`src/rtl/image_framebuffer_loader.sv`:
```
// image_framebuffer_loader
// Copies a WIDTH x HEIGHT image from the (externally muxed) image memories into
// a VGA frame buffer, one pixel per cycle, in raster order.
//
// Ports:
//   clk_in       system clock, rising edge
//   reset        synchronous active-high reset
//   start        single-cycle copy request, honoured only while idle
//   opcode       image select, latched on an accepted start
//   op_sel       latched opcode, drives the image mux select
//   img_address  pixel read address into the image memories
//   img_data     muxed pixel, valid RD_LAT cycles after its address
//   x, y         frame buffer column / row
//   colour       pixel colour to write (0 when op_sel == 0)
//   plot         frame buffer write enable
//   busy         copy in progress
//   done         one-cycle pulse after the last plot
module image_framebuffer_loader #(
  parameter int unsigned WIDTH       = 160,
  parameter int unsigned HEIGHT      = 120,
  parameter int unsigned ADDR_BITS   = 15,
  parameter int unsigned COLOUR_BITS = 3,
  parameter int unsigned OP_BITS     = 3,
  parameter int unsigned RD_LAT      = 2
) (
  input  logic                   clk_in,
  input  logic                   reset,
  input  logic                   start,
  input  logic [OP_BITS-1:0]     opcode,
  output logic [OP_BITS-1:0]     op_sel,
  output logic [ADDR_BITS-1:0]   img_address,
  input  logic [COLOUR_BITS-1:0] img_data,
  output logic [7:0]             x,
  output logic [6:0]             y,
  output logic [COLOUR_BITS-1:0] colour,
  output logic                   plot,
  output logic                   busy,
  output logic                   done
);

  localparam int unsigned DrainBits = $clog2(RD_LAT + 1);

  localparam logic [7:0]           ColLast   = 8'(WIDTH - 1);
  localparam logic [6:0]           RowLast   = 7'(HEIGHT - 1);
  localparam logic [ADDR_BITS-1:0] AddrLast  = ADDR_BITS'(WIDTH * HEIGHT - 1);
  localparam logic [DrainBits-1:0] DrainLast = DrainBits'(RD_LAT - 1);

  typedef enum logic [1:0] {StIdle, StFetch, StDrain, StDone} state_e;

  state_e               state_q;
  logic [7:0]           col_q;
  logic [6:0]           row_q;
  logic [DrainBits-1:0] drain_q;

  // Coordinate pipeline matching the memory read latency. The last stage is
  // the output register: it only loads on a valid entry so x/y hold between plots.
  logic [RD_LAT-1:0] pv_q;
  logic [7:0]        pcol_q [RD_LAT];
  logic [6:0]        prow_q [RD_LAT];
  logic [RD_LAT-1:0] in_v;
  logic [7:0]        in_col [RD_LAT];
  logic [6:0]        in_row [RD_LAT];

  logic                   push_v;
  logic [COLOUR_BITS-1:0] colour_hold_q;
  logic [COLOUR_BITS-1:0] colour_now;

  assign push_v = (state_q == StFetch);

  always_comb begin
    in_v      = '0;
    in_v[0]   = push_v;
    in_col[0] = col_q;
    in_row[0] = row_q;
    for (int i = 1; i < int'(RD_LAT); i++) begin
      in_v[i]   = pv_q[i-1];
      in_col[i] = pcol_q[i-1];
      in_row[i] = prow_q[i-1];
    end
  end

  always_ff @(posedge clk_in) begin
    if (reset) begin
      pv_q <= '0;
      for (int i = 0; i < int'(RD_LAT); i++) begin
        pcol_q[i] <= '0;
        prow_q[i] <= '0;
      end
    end else begin
      for (int i = 0; i < int'(RD_LAT); i++) begin
        pv_q[i] <= in_v[i];
        if ((i != int'(RD_LAT) - 1) || in_v[i]) begin
          pcol_q[i] <= in_col[i];
          prow_q[i] <= in_row[i];
        end
      end
    end
  end

  assign plot = pv_q[RD_LAT-1];
  assign x    = pcol_q[RD_LAT-1];
  assign y    = prow_q[RD_LAT-1];

  // Memory data arrives in the same cycle as its plot, so colour is taken
  // straight from img_data while plotting and held from a register otherwise.
  assign colour_now = (op_sel != '0) ? img_data : '0;
  assign colour     = plot ? colour_now : colour_hold_q;

  always_ff @(posedge clk_in) begin
    if (reset) begin
      colour_hold_q <= '0;
    end else if (plot) begin
      colour_hold_q <= colour_now;
    end
  end

  always_ff @(posedge clk_in) begin
    if (reset) begin
      state_q     <= StIdle;
      op_sel      <= '0;
      img_address <= '0;
      col_q       <= '0;
      row_q       <= '0;
      drain_q     <= '0;
      busy        <= 1'b0;
      done        <= 1'b0;
    end else begin
      done <= 1'b0;
      unique case (state_q)
        StIdle: begin
          if (start) begin
            op_sel      <= opcode;
            img_address <= '0;
            col_q       <= '0;
            row_q       <= '0;
            busy        <= 1'b1;
            state_q     <= StFetch;
          end
        end
        StFetch: begin
          if ((col_q == ColLast) && (row_q == RowLast)) begin
            // Address stays at the final pixel until the next start.
            drain_q <= '0;
            state_q <= StDrain;
          end else begin
            img_address <= (img_address == AddrLast) ? '0 : img_address + 1'b1;
            if (col_q == ColLast) begin
              col_q <= '0;
              row_q <= row_q + 1'b1;
            end else begin
              col_q <= col_q + 1'b1;
            end
          end
        end
        StDrain: begin
          if (drain_q == DrainLast) begin
            done    <= 1'b1;
            busy    <= 1'b0;
            state_q <= StDone;
          end else begin
            drain_q <= drain_q + 1'b1;
          end
        end
        StDone: begin
          state_q <= StIdle;
        end
        default: begin
          state_q <= StIdle;
        end
      endcase
    end
  end

endmodule

```
`config.mk`:
```
export PLATFORM = sky130hd
export DESIGN_NAME = image_framebuffer_loader
export DESIGN_NICKNAME = d
export VERILOG_FILES = /design/src/rtl/image_framebuffer_loader.sv
export SDC_FILE = /design/constraint.sdc
export NUM_CORES = 1
export LEC_CHECK = 0
export BUFFER_PORTS_ARGS = -buffer_cell sky130_fd_sc_hd__buf_2
export CORE_MARGIN = 2
export CORE_UTILIZATION = 50
export DETAILED_ROUTE_END_ITERATION = 16
export GPL_TIMING_DRIVEN = 1
export PLACE_DENSITY = 0.69
export SETUP_SLACK_MARGIN = 0.05
export SYNTH_ARGS = -nofsm -noshare
export SYNTH_HDL_FRONTEND = slang
export SYNTH_SLANG_ARGS = --single-unit
```
`constraint.sdc`:
```
create_clock -name clk_in -period 2.9 [get_ports clk_in]
set_clock_uncertainty 0.15 [all_clocks]
set_input_delay 0.145 -clock clk_in [delete_from_list [all_inputs] [get_ports clk_in]]
set_output_delay 0.145 -clock clk_in [all_outputs]
set_load 0.02 [all_outputs]
```
Word level (Yosys, flattened, before mapping)
Memories as Yosys holds them, arrays and structs flattened.
Index checks and enable logic that the tools add are counted.
- bitwise logic cells: 5
- multiplexer cells: 35
- add/sub/neg operators: 4
- reduce and logical (&&, ||, !) cells: 13
- equality and inequality tests: 13
- operators with widths (kind ; number):
    $mux W15 ; 3
    $mux W8 ; 5
    $mux W7 ; 5
    $pmux W15 S2 ; 1
    $pmux W8 S2 ; 1
    $add A15 B1 Y15 const B ; 1
    $eq A15 B15 Y1 const B ; 1
    $pmux W7 S2 ; 1
    $reduce_and A3 Y1 ; 4
    $mux W2 ; 5
    $mux W1 ; 9
    $add A8 B1 Y8 const B ; 1
    $eq A8 B8 Y1 const B ; 1
    $ne A2 B2 Y1 const B ; 4
    $pmux W2 S4 ; 1
    $add A7 B1 Y7 const B ; 1
    $eq A7 B7 Y1 const B ; 1
    $mux W3 ; 2
    $reduce_bool A2 Y1 ; 3
    $eq A2 B1 Y1 const B ; 2
    $eq A2 B2 Y1 const B ; 2
    $ne A2 B1 Y1 const B ; 2
    $or A1 B1 Y1 ; 4
    $pmux W2 S2 ; 1
    9 further kinds ; 9
- memories: 2
- memory bits (writable): 30
- register bits after elaboration: 44
- word-level logic and storage cells: 82
- memory list (name ; words ; bits a word ; rd ports ; clocked after Yosys merged registers in ; wr ports ; line ; text):
    pcol_q ; 2 ; 8 ; 2 ; 0 ; 2 ; 58 ; logic [7:0] pcol_q [RD_LAT];
    prow_q ; 2 ; 7 ; 2 ; 0 ; 2 ; 59 ; logic [6:0] prow_q [RD_LAT];

Longest topological paths before layout
Gate-level depths: netlist of run 1.
- depth in word-level cells: 4
- gate-level depth with buffers: 8
- depth with buffers taken out: 7

Worst setup path after synthesis of run 1
OpenSTA, ideal clock, no wires.
- kind: register to register
- start point: register img_address[0]
- end point: register img_address[10]
- required time: 2633 ps
- arrival: 2031 ps
- setup time: 117 ps
- cell stages (with the launch flop): 8
- period minus slack after synthesis: 2298 ps
- setup slack: 602 ps
- cell sequence: dfxtp_1 ha_1 nand3_1 or2_1 buf_2 o41ai_4 o22ai_1 a22o_1
- cells in the longest elaborated chain, start to end: 4
- ends and longest elaborated chain (element ; line ; text):
    start: declaration ; 31 ; output logic [ADDR_BITS-1:0] img_address,
    start signal: assignment ; 146 ; img_address <= (img_address == AddrLast) ? '0 : img_address + 1'b1;
    $add A15 B1 Y15 or $eq A15 B15 Y1 (tied branches) ; 146 ;
    $mux W15 (*) ; 146 ;
    $mux W15 (*) ; 141 ; if ((col_q == ColLast) && (row_q == RowLast)) begin
    $pmux W15 S2 (*) ; 129 ; unique case (state_q)
Mark *: on every way between the ends. The rest lies on a longest branch, timed or not. The select of a mux whose other input is x is not followed.
A chain may end at the register's enable or synchronous reset.

Worst setup path after layout of run 1
- start point: register row_q[0]
- end point: register img_address[0]
- cells in the longest elaborated chain, start to end: 4
- ends and longest elaborated chain (element ; line ; text):
    start: declaration ; 52 ; logic [6:0] row_q;
    start signal: assignment ; 149 ; row_q <= row_q + 1'b1;
    $eq A7 B7 Y1 ; 141 ;
    $logic_and A1 B1 Y1 ; 141 ;
    $ne A2 B2 Y1 (no line) ; - ;
    $reduce_and A3 Y1 (no line) ; - ;
Every way passes these cells.

==> key figures, run 1 <==
Clocking
  • CTS tree: done
  • CTS root buffer: clkbuf_8
  • Clk buf depth: 2
  • Clock slew at reported path FFs: 0.08 ns
  • # H-tree levels: 3
  • CTS sink count: 74
  • CTS resizes: 0
  • CTS buffer count: 9
  • Clock Latency Late Sink: 0.34 ns

Timing
  • Worst-Margin Slew: 0.646 ns
  • Hold slack final: 0.0454 ns
  • Post-route minimum period: 2.34 ns
  • RSZ-0062 raised after global routing: false
  • Min setup slack post-route: 0.555 ns
  • Final Cycle Share: 0.809
  • Final Hold Viols: 0
  • Final setup fails: 0
  • Pins Over Slew Limit: 0
  • Max Fclk: 426 MHz
  • Slew HR: 0.568
  • Setup_tns: 0 ns

Place
  • Hpwl dp: 4590 um
  • Pre-CTS WS: 0.597 ns
  • Count of input and output buffers: 47
  • Post-placement cell area: 3780 um^2
  • Gpl congestion: 0.850

Critical path
  • CP max FO: 8
  • Reg2Reg Capture Point: img_address[0]
  • Cell count of the worst reg-to-reg path: 6
  • Critical Path RT: 2.98 ns
  • Crit path kind: reg2reg
  • Critical Path Source Type: register
  • CP endpoint kind: register
  • Flop2flop setup slack: 0.56 ns
  • WP data arrival: 2.42 ns
  • CP Launch Point: row_q[0]
  • Worst R2R Start: row_q[0]

Final layout
  • Fill cell count: 531
  • Share of cells above drive strength 1: 0.194
  • Register area: 1780 um^2
  • ANT cells: 0
  • Nets: 418
  • Area Growth Syn to Fin: 19.0%
  • Final cell utilization of the core: 0.624
  • Area used by multi-input combinational logic: 1570 um^2
  • Cell area after layout: 4030 um^2

Detailed routing
  • 1st-iter DRT viols: 122
  • Drt first pass iters: 4
  • Residual DRC: 0
  • Via count: 2632
  • Routed wire per std cell: 13.6 um
  • Routed vias/inst: 5.44
  • DRT Wirelength: 6590 um
  • Antenna Violating Nets Remaining: 0

Min path
  • Hold Path Class: in2reg
  • Hold Crit Endpoint: colour_hold_q[1]
  • Min-delay src: img_data[1]
  • Worst Hold Depth: 4

Logic synthesis
  • Netlist cell types: 59
  • Yosys warnings: 0
  • Largest area contributor in the netlist: edfxtp_1
  • Seq/Total Area, Yosys: 0.526
  • Mapped Avg Cell Area: 10.3 um^2
  • Post-synth EDFFs: 30
  • Synth top area share: 0.266
  • Top-count cell post-synth: dfxtp_1
  • Gate Count Post-Synth: 328
  • Synth cell count leaders: dfxtp_1, nor2b_1, edfxtp_1, nand2_1, nor2_1
  • Ys async rst share: 0
  • Ys flop type: dfxtp_1
  • Seq cells post-synth: 74
  • Post-synth design cell area: 3380 um^2
  • Area contributors post-synth: edfxtp_1, dfxtp_1, nor2b_1

GRT
  • Global-route wire length before repair: 11200 um
  • GRT Util Overall: 0.190
  • Antenna violations before repair: 0
  • Largest net degree at the start of global routing: 19
  • Grt total ovfl: 0
  • Vias in the first global route: 2463

Floorplanning
  • Width of the die: 86.3 um
  • Die area: 7440 um^2
  • Chip height: 86.3 um
  • Row cnt: 29
  • Initial Utilization: 0.524
  • Top Ports: 48
  • Core area: 6460 um^2

Status
  • Status: completed

Flow run
  • Max-Cap Viols: 0

Power and ir drop
  • PD cells: 674 nW/um^2
  • Peak supply drop: 500 uV
  • Leakage: 1.58 nW
## through the flow
| step | cells | total power (W) |
|---|---|---|
| 3_5_place_dp | 462 | 0.00195 |
| 5_1_grt | 484 | 0.00286 |
| 6_report | 484 | 0.00272 |
| 3_3_place_gp | 462 | 0.00194 |
| 4_1_cts | 484 | 0.00273 |
| 2_1_floorplan | 342 | 0.00176 |
## state kept, by name, indices dropped and copies added (netlist names)
| register | flops |
|---|---|
| img_address | 15 |
| busy | 1 |
| colour_hold_q | 3 |
| row_q | 7 |
| prow_q | 14 |
| pv_q | 2 |
| state_q | 2 |
| op_sel | 3 |
| col_q | 8 |
| drain_q | 2 |
| done | 1 |
| pcol_q | 16 |
## cells in the final DEF (no fill, tap or decap), types with 3 or more instances in the layout
master	instances
clkbuf_8	10
ha_1	7
inv_1	12
edfxtp_1	30
nand2_1	28
nand4_1	4
clkbuf_1	4
dfxtp_1	44
o22ai_1	7
nor2b_1	32
nor2_1	23
buf_4	7
a22o_1	7
xnor2_1	5
buf_2	47
o31ai_1	4
conb_1	15
or3_1	3
a21oi_1	17
nor4b_1	3
and2_1	4
xor2_1	3
dlygate4sd3_1	6
nand3_1	14
nor4_1	4
o21ai_0	7
nand4b_1	3
nor3_1	9
o21a_1	4
## power by group
group / switching [W] / internal, W / total (W)
sequential: 0.0000460 / 0.00118 / 0.00122
clock: 0.000349 / 0.000423 / 0.000771
combinational: 0.000456 / 0.000266 / 0.000722
total: 0.000850 / 0.00186 / 0.00272
## layer usage
metal,part of all wire,up-vias,track usage
met2,0.47,54,0.307
met3,0.032,18,0.0371
met1,0.46,1228,0.239
met4,0.031,0,0.109
met5,0,-,0
li1,-,1332,-
## final cells by class
class	count	share of cell area
clock buffer	14	0.0379
multi-input combinational	245	0.389
inverter	12	0.0112
tap	77	0.0239
sequential	74	0.442
clock inverter	2	0.00932
timing repair buffer	60	0.0864
## worst max-delay path by stage
stage,endpoint,slack [ns],depth (start not counted)
2_1_floorplan,img_address[10],0.60,7
3_3_place_gp,img_address[0],0.64,6
3_5_place_dp,img_address[0],0.60,6
4_1_cts,img_address[0],0.58,6
5_1_grt,img_address[9],0.43,6
6_report,img_address[0],0.56,6
## worst max-delay path, stage by stage (launching register included)
cell	delay (ns)
dfxtp_1	0.37
ha_1	0.21
nand4b_1	0.31
or4_4	0.70
nand2_8	0.13
nor2_4	0.07
mux2_2	0.28
## cells by family after synthesis
family	share of synthesized area
fa+ha+maj	0.0259
flops	0.526
compound gates	0.142
other cells	0.00111
simple gates	0.245
mux	0.0126
xor+xnor	0.0207
buf+inv	0.0262
## repair_timing
action,CTS,global route
buffers inserted,0,0
endpoints found under the hold margin,3,0
hold buffers,6,0
Power figures use the tool's default switching activity.
==> run 2: changes to the inputs <==
ABC_AREA = 1   (was not set)
PLACE_DENSITY = 0.71   (was 0.69)
clock period = 1.9 ns   (was 2.9 ns; I/O delays follow)
==> key figures, run 2 <==
Final layout
  • Cell area after layout: 4420 um^2 (was 4030 um^2)
  • Commonest non-fill, non-tap cells in the layout: nand2_1, nor2_1, inv_1, buf_2, nand3_1 (was buf_2, dfxtp_1, nor2b_1, edfxtp_1, nand2_1)
  • Leading cell type in the layout, fill and taps excluded: nand2_1 (was buf_2)
  • Largest register FFs: 16 (unchanged)
  • Finished Layout Cells: 659 (was 484)
  • Nets: 574 (was 418)
  • Fill cell count: 634 (was 531)
  • Share of cells above drive strength 1: 0.204 (was 0.194)
  • Reg with most FFs: pcol_q (unchanged)
  • Top Registers: pcol_q (16), img_address (15), prow_q (14) (unchanged)
  • Area Growth Syn to Fin: 22.2% (was 19.0%)
  • Final cell utilization of the core: 0.640 (was 0.624)
  • ANT cells: 0 (unchanged)

Floorplanning
  • Initial Utilization: 0.523 (was 0.524)
  • Chip height: 89.0 um (was 86.3 um)
  • Die area: 7930 um^2 (was 7440 um^2)
  • Width of the die: 89.0 um (was 86.3 um)
  • Row cnt: 30 (was 29)
  • Core area: 6910 um^2 (was 6460 um^2)
  • Top Ports: 48 (unchanged)

Logic synthesis
  • Top-count cell post-synth: nand2_1 (was dfxtp_1)
  • Post-synth design cell area: 3610 um^2 (was 3380 um^2)
  • Post-synth EDFFs: 30 (unchanged)
  • Mapped Avg Cell Area: 7.66 um^2 (was 10.3 um^2)
  • Synth top area share: 0.249 (was 0.266)
  • Ys flop type: dfxtp_1 (unchanged)
  • Area contributors post-synth: edfxtp_1, dfxtp_1, nand2_1 (was edfxtp_1, dfxtp_1, nor2b_1)
  • Largest area contributor in the netlist: edfxtp_1 (unchanged)
  • Seq/Total Area, Yosys: 0.493 (was 0.526)
  • Gate Count Post-Synth: 472 (was 328)
  • Synth cell count leaders: nand2_1, nor2_1, inv_1, dfxtp_1, nand3_1 (was dfxtp_1, nor2b_1, edfxtp_1, nand2_1, nor2_1)
  • Ys async rst share: 0 (unchanged)
  • Yosys warnings: 0 (unchanged)
  • Netlist cell types: 36 (was 59)
  • Seq cells post-synth: 74 (unchanged)

Critical path
  • CP endpoint kind: register (unchanged)
  • CP max stage delay: 0.40 ns (was 0.70 ns)
  • Cell count of the worst reg-to-reg path: 8 (was 6)
  • CP max FO: 7 (was 8)
  • Critical Path Source Type: register (unchanged)
  • CP most frequent cell: nor2_1
  • Flop2flop setup slack: 0.11 ns (was 0.56 ns)
  • Stages on the worst setup path: 8 (was 6)
  • Critical path cell sequence: ha_1 -> nand3_1 -> nor3_4 -> nand2_2 -> nand2_1 -> nor2_1 -> nor2_1 -> nor2_2 (was ha_1 -> nand4b_1 -> or4_4 -> nand2_8 -> nor2_4 -> mux2_2)
  • CP delay by family, top: simple AND/OR/NAND/NOR gates (unchanged)
  • CP Launch Point: img_address[1] (was row_q[0])
  • Slowest stage cell, crit path: dfxtp_1 (was or4_4)
  • Reg2Reg Capture Point: img_address[0] (unchanged)
  • WP data arrival: 1.89 ns (was 2.42 ns)
  • Worst setup endpoint: img_address[0] (unchanged)
  • Worst R2R Start: img_address[1] (was row_q[0])
  • Crit path kind: reg2reg (unchanged)
  • Critical Path RT: 2.00 ns (was 2.98 ns)
  • Buf/Inv on CP: 0 (unchanged)

Status
  • Status: completed (unchanged)

Detailed routing
  • Residual DRC: 0 (unchanged)
  • 1st-iter DRT viols: 263 (was 122)
  • Routed vias/inst: 4.86 (was 5.44)
  • Via count: 3205 (was 2632)
  • Routed wire per std cell: 11.1 um (was 13.6 um)
  • DRT Wirelength: 7310 um (was 6590 um)
  • Antenna Violating Nets Remaining: 0 (unchanged)
  • Drt first pass iters: 4 (unchanged)

Place
  • Count of input and output buffers: 47 (unchanged)
  • Gpl congestion: 0.907 (was 0.850)
  • Placed cells: 629 (was 462)
  • Hpwl dp: 5190 um (was 4590 um)
  • Post-placement cell area: 4060 um^2 (was 3780 um^2)

Clocking
  • CTS root buffer: clkbuf_8 (unchanged)
  • CTS sink count: 74 (unchanged)
  • CTS tree: done (unchanged)
  • Clk buf depth: 2 (unchanged)
  • # H-tree levels: 3 (unchanged)
  • Clock slew at reported path FFs: 0.08 ns (about the same)
  • CTS buffer count: 9 (unchanged)
  • Clock Latency Late Sink: 0.35 ns (was 0.34 ns)

Timing
  • Hold slack final: 0.0234 ns (was 0.0454 ns)
  • Final Cycle Share: 0.944 (was 0.809)
  • Post-route minimum period: 1.79 ns (was 2.34 ns)
  • Slew HR: 0.583 (was 0.568)
  • Worst-Margin Slew: 0.624 ns (was 0.646 ns)
  • Setup_tns: 0 ns (unchanged)
  • Max Fclk: 558 MHz (was 426 MHz)
  • RSZ-0062 raised after global routing: true (was false)
  • Final Hold Viols: 0 (unchanged)
  • Pins Over Slew Limit: 0 (unchanged)
  • Final setup fails: 0 (unchanged)

Power and ir drop
  • Leakage: 2.04 nW (was 1.58 nW)
  • Peak supply drop: 502 uV (was 500 uV)
  • PD cells: 1110 nW/um^2 (was 674 nW/um^2)

GRT
  • Grt total ovfl: 0 (unchanged)
  • Antenna violations before repair: 0 (unchanged)
  • GRT Max-Usage Layer: met2 (unchanged)
  • Largest net degree at the start of global routing: 41 (was 19)
  • Global-route wire length before repair: 12700 um (was 11200 um)
  • Met3 global-route usage: 0.0332 (was 0.0371)
  • GRT Util Overall: 0.204 (was 0.190)
  • Met2 Use GR: 0.354 (was 0.307)
  • Vias in the first global route: 3002 (was 2463)
  • Met1 GRT Util: 0.249 (was 0.239)

Min path
  • Min-delay src: start (was img_data[1])
  • Hold Path Class: in2reg (unchanged)

Flow run
  • Max-Cap Viols: 0 (unchanged)
[run 2: where the power goes]
group	switching, W	internal (W)	leakage [nW]
Sequential	0.000130	0.00188	0.669
Combinational	0.00111	0.000686	1.28
Clock	0.000571	0.000505	0.0891
Total	0.00181	0.00308	2.04
[run 2: worst reg2reg max path: cells and delay by family (launching register included)]
| kind | cells | cell delay (ns) |
|---|---|---|
| DFF | 1 | 0.40 |
| adders and majority gates | 1 | 0.22 |
| and+or+nand+nor | 7 | 0.94 |
[run 2: cell type report]
class                      count  area [um^2]  share of cell area
tap                           96          120              0.0272
timing repair buffer          73          473               0.107
clock buffer                  11          141              0.0320
sequential                    74         1790               0.404
inverter                      69          262              0.0592
multi-input combinational    331         1610               0.363
clock inverter                 5         31.3             0.00708
[run 2: worst min path at each step]
stage                     slack, ns  cells after the start        end
final                          0.02                      4  op_sel[0]
after global routing           0.07                      4  op_sel[1]
after CTS                      0.07                      6       busy
after detailed placement       0.20                      3  op_sel[0]
after global placement         0.21                      3  op_sel[0]
after floorplan                0.05                      1    pv_q[0]
[run 2: through the flow]
stage	setup slack (ns)	total power [W]
floorplan	0.140	0.00323
global placement	0.0633	0.00361
detailed placement	0.0531	0.00365
CTS	0.0888	0.00477
global route	0.0111	0.00524
finish	0.107	0.00489
[run 2: kinds of logic after synthesis]
family                     count (synthesis)  share of synthesized area
AOI/OAI and AO/OA                         42                     0.0637
xor gates and xnor gates                   3                    0.00727
adders and majority gates                  7                     0.0242
buffers and inverters                     81                     0.0900
DFF                                       74                      0.493
other                                      1                    0.00104
and+or+nand+nor                          264                      0.321
[run 2: what timing repair did]
| action | CTS | global route |
|---|---|---|
| endpoints found under the hold margin | 14 | 0 |
| pin swaps | 1 | 3 |
| gates resized for setup | 1 | 16 |
| endpoints found under the setup margin | 2 | 29 |
| hold buffers | 7 | 0 |
| setup buffers | 2 | 5 |
[run 2: per-layer routing]
metal | vias to the layer above | routed length, um
li1 | 1648 | -
met5 | - | 0
met4 | 0 | 163
met2 | 87 | 3450
met1 | 1455 | 3360
met3 | 15 | 330
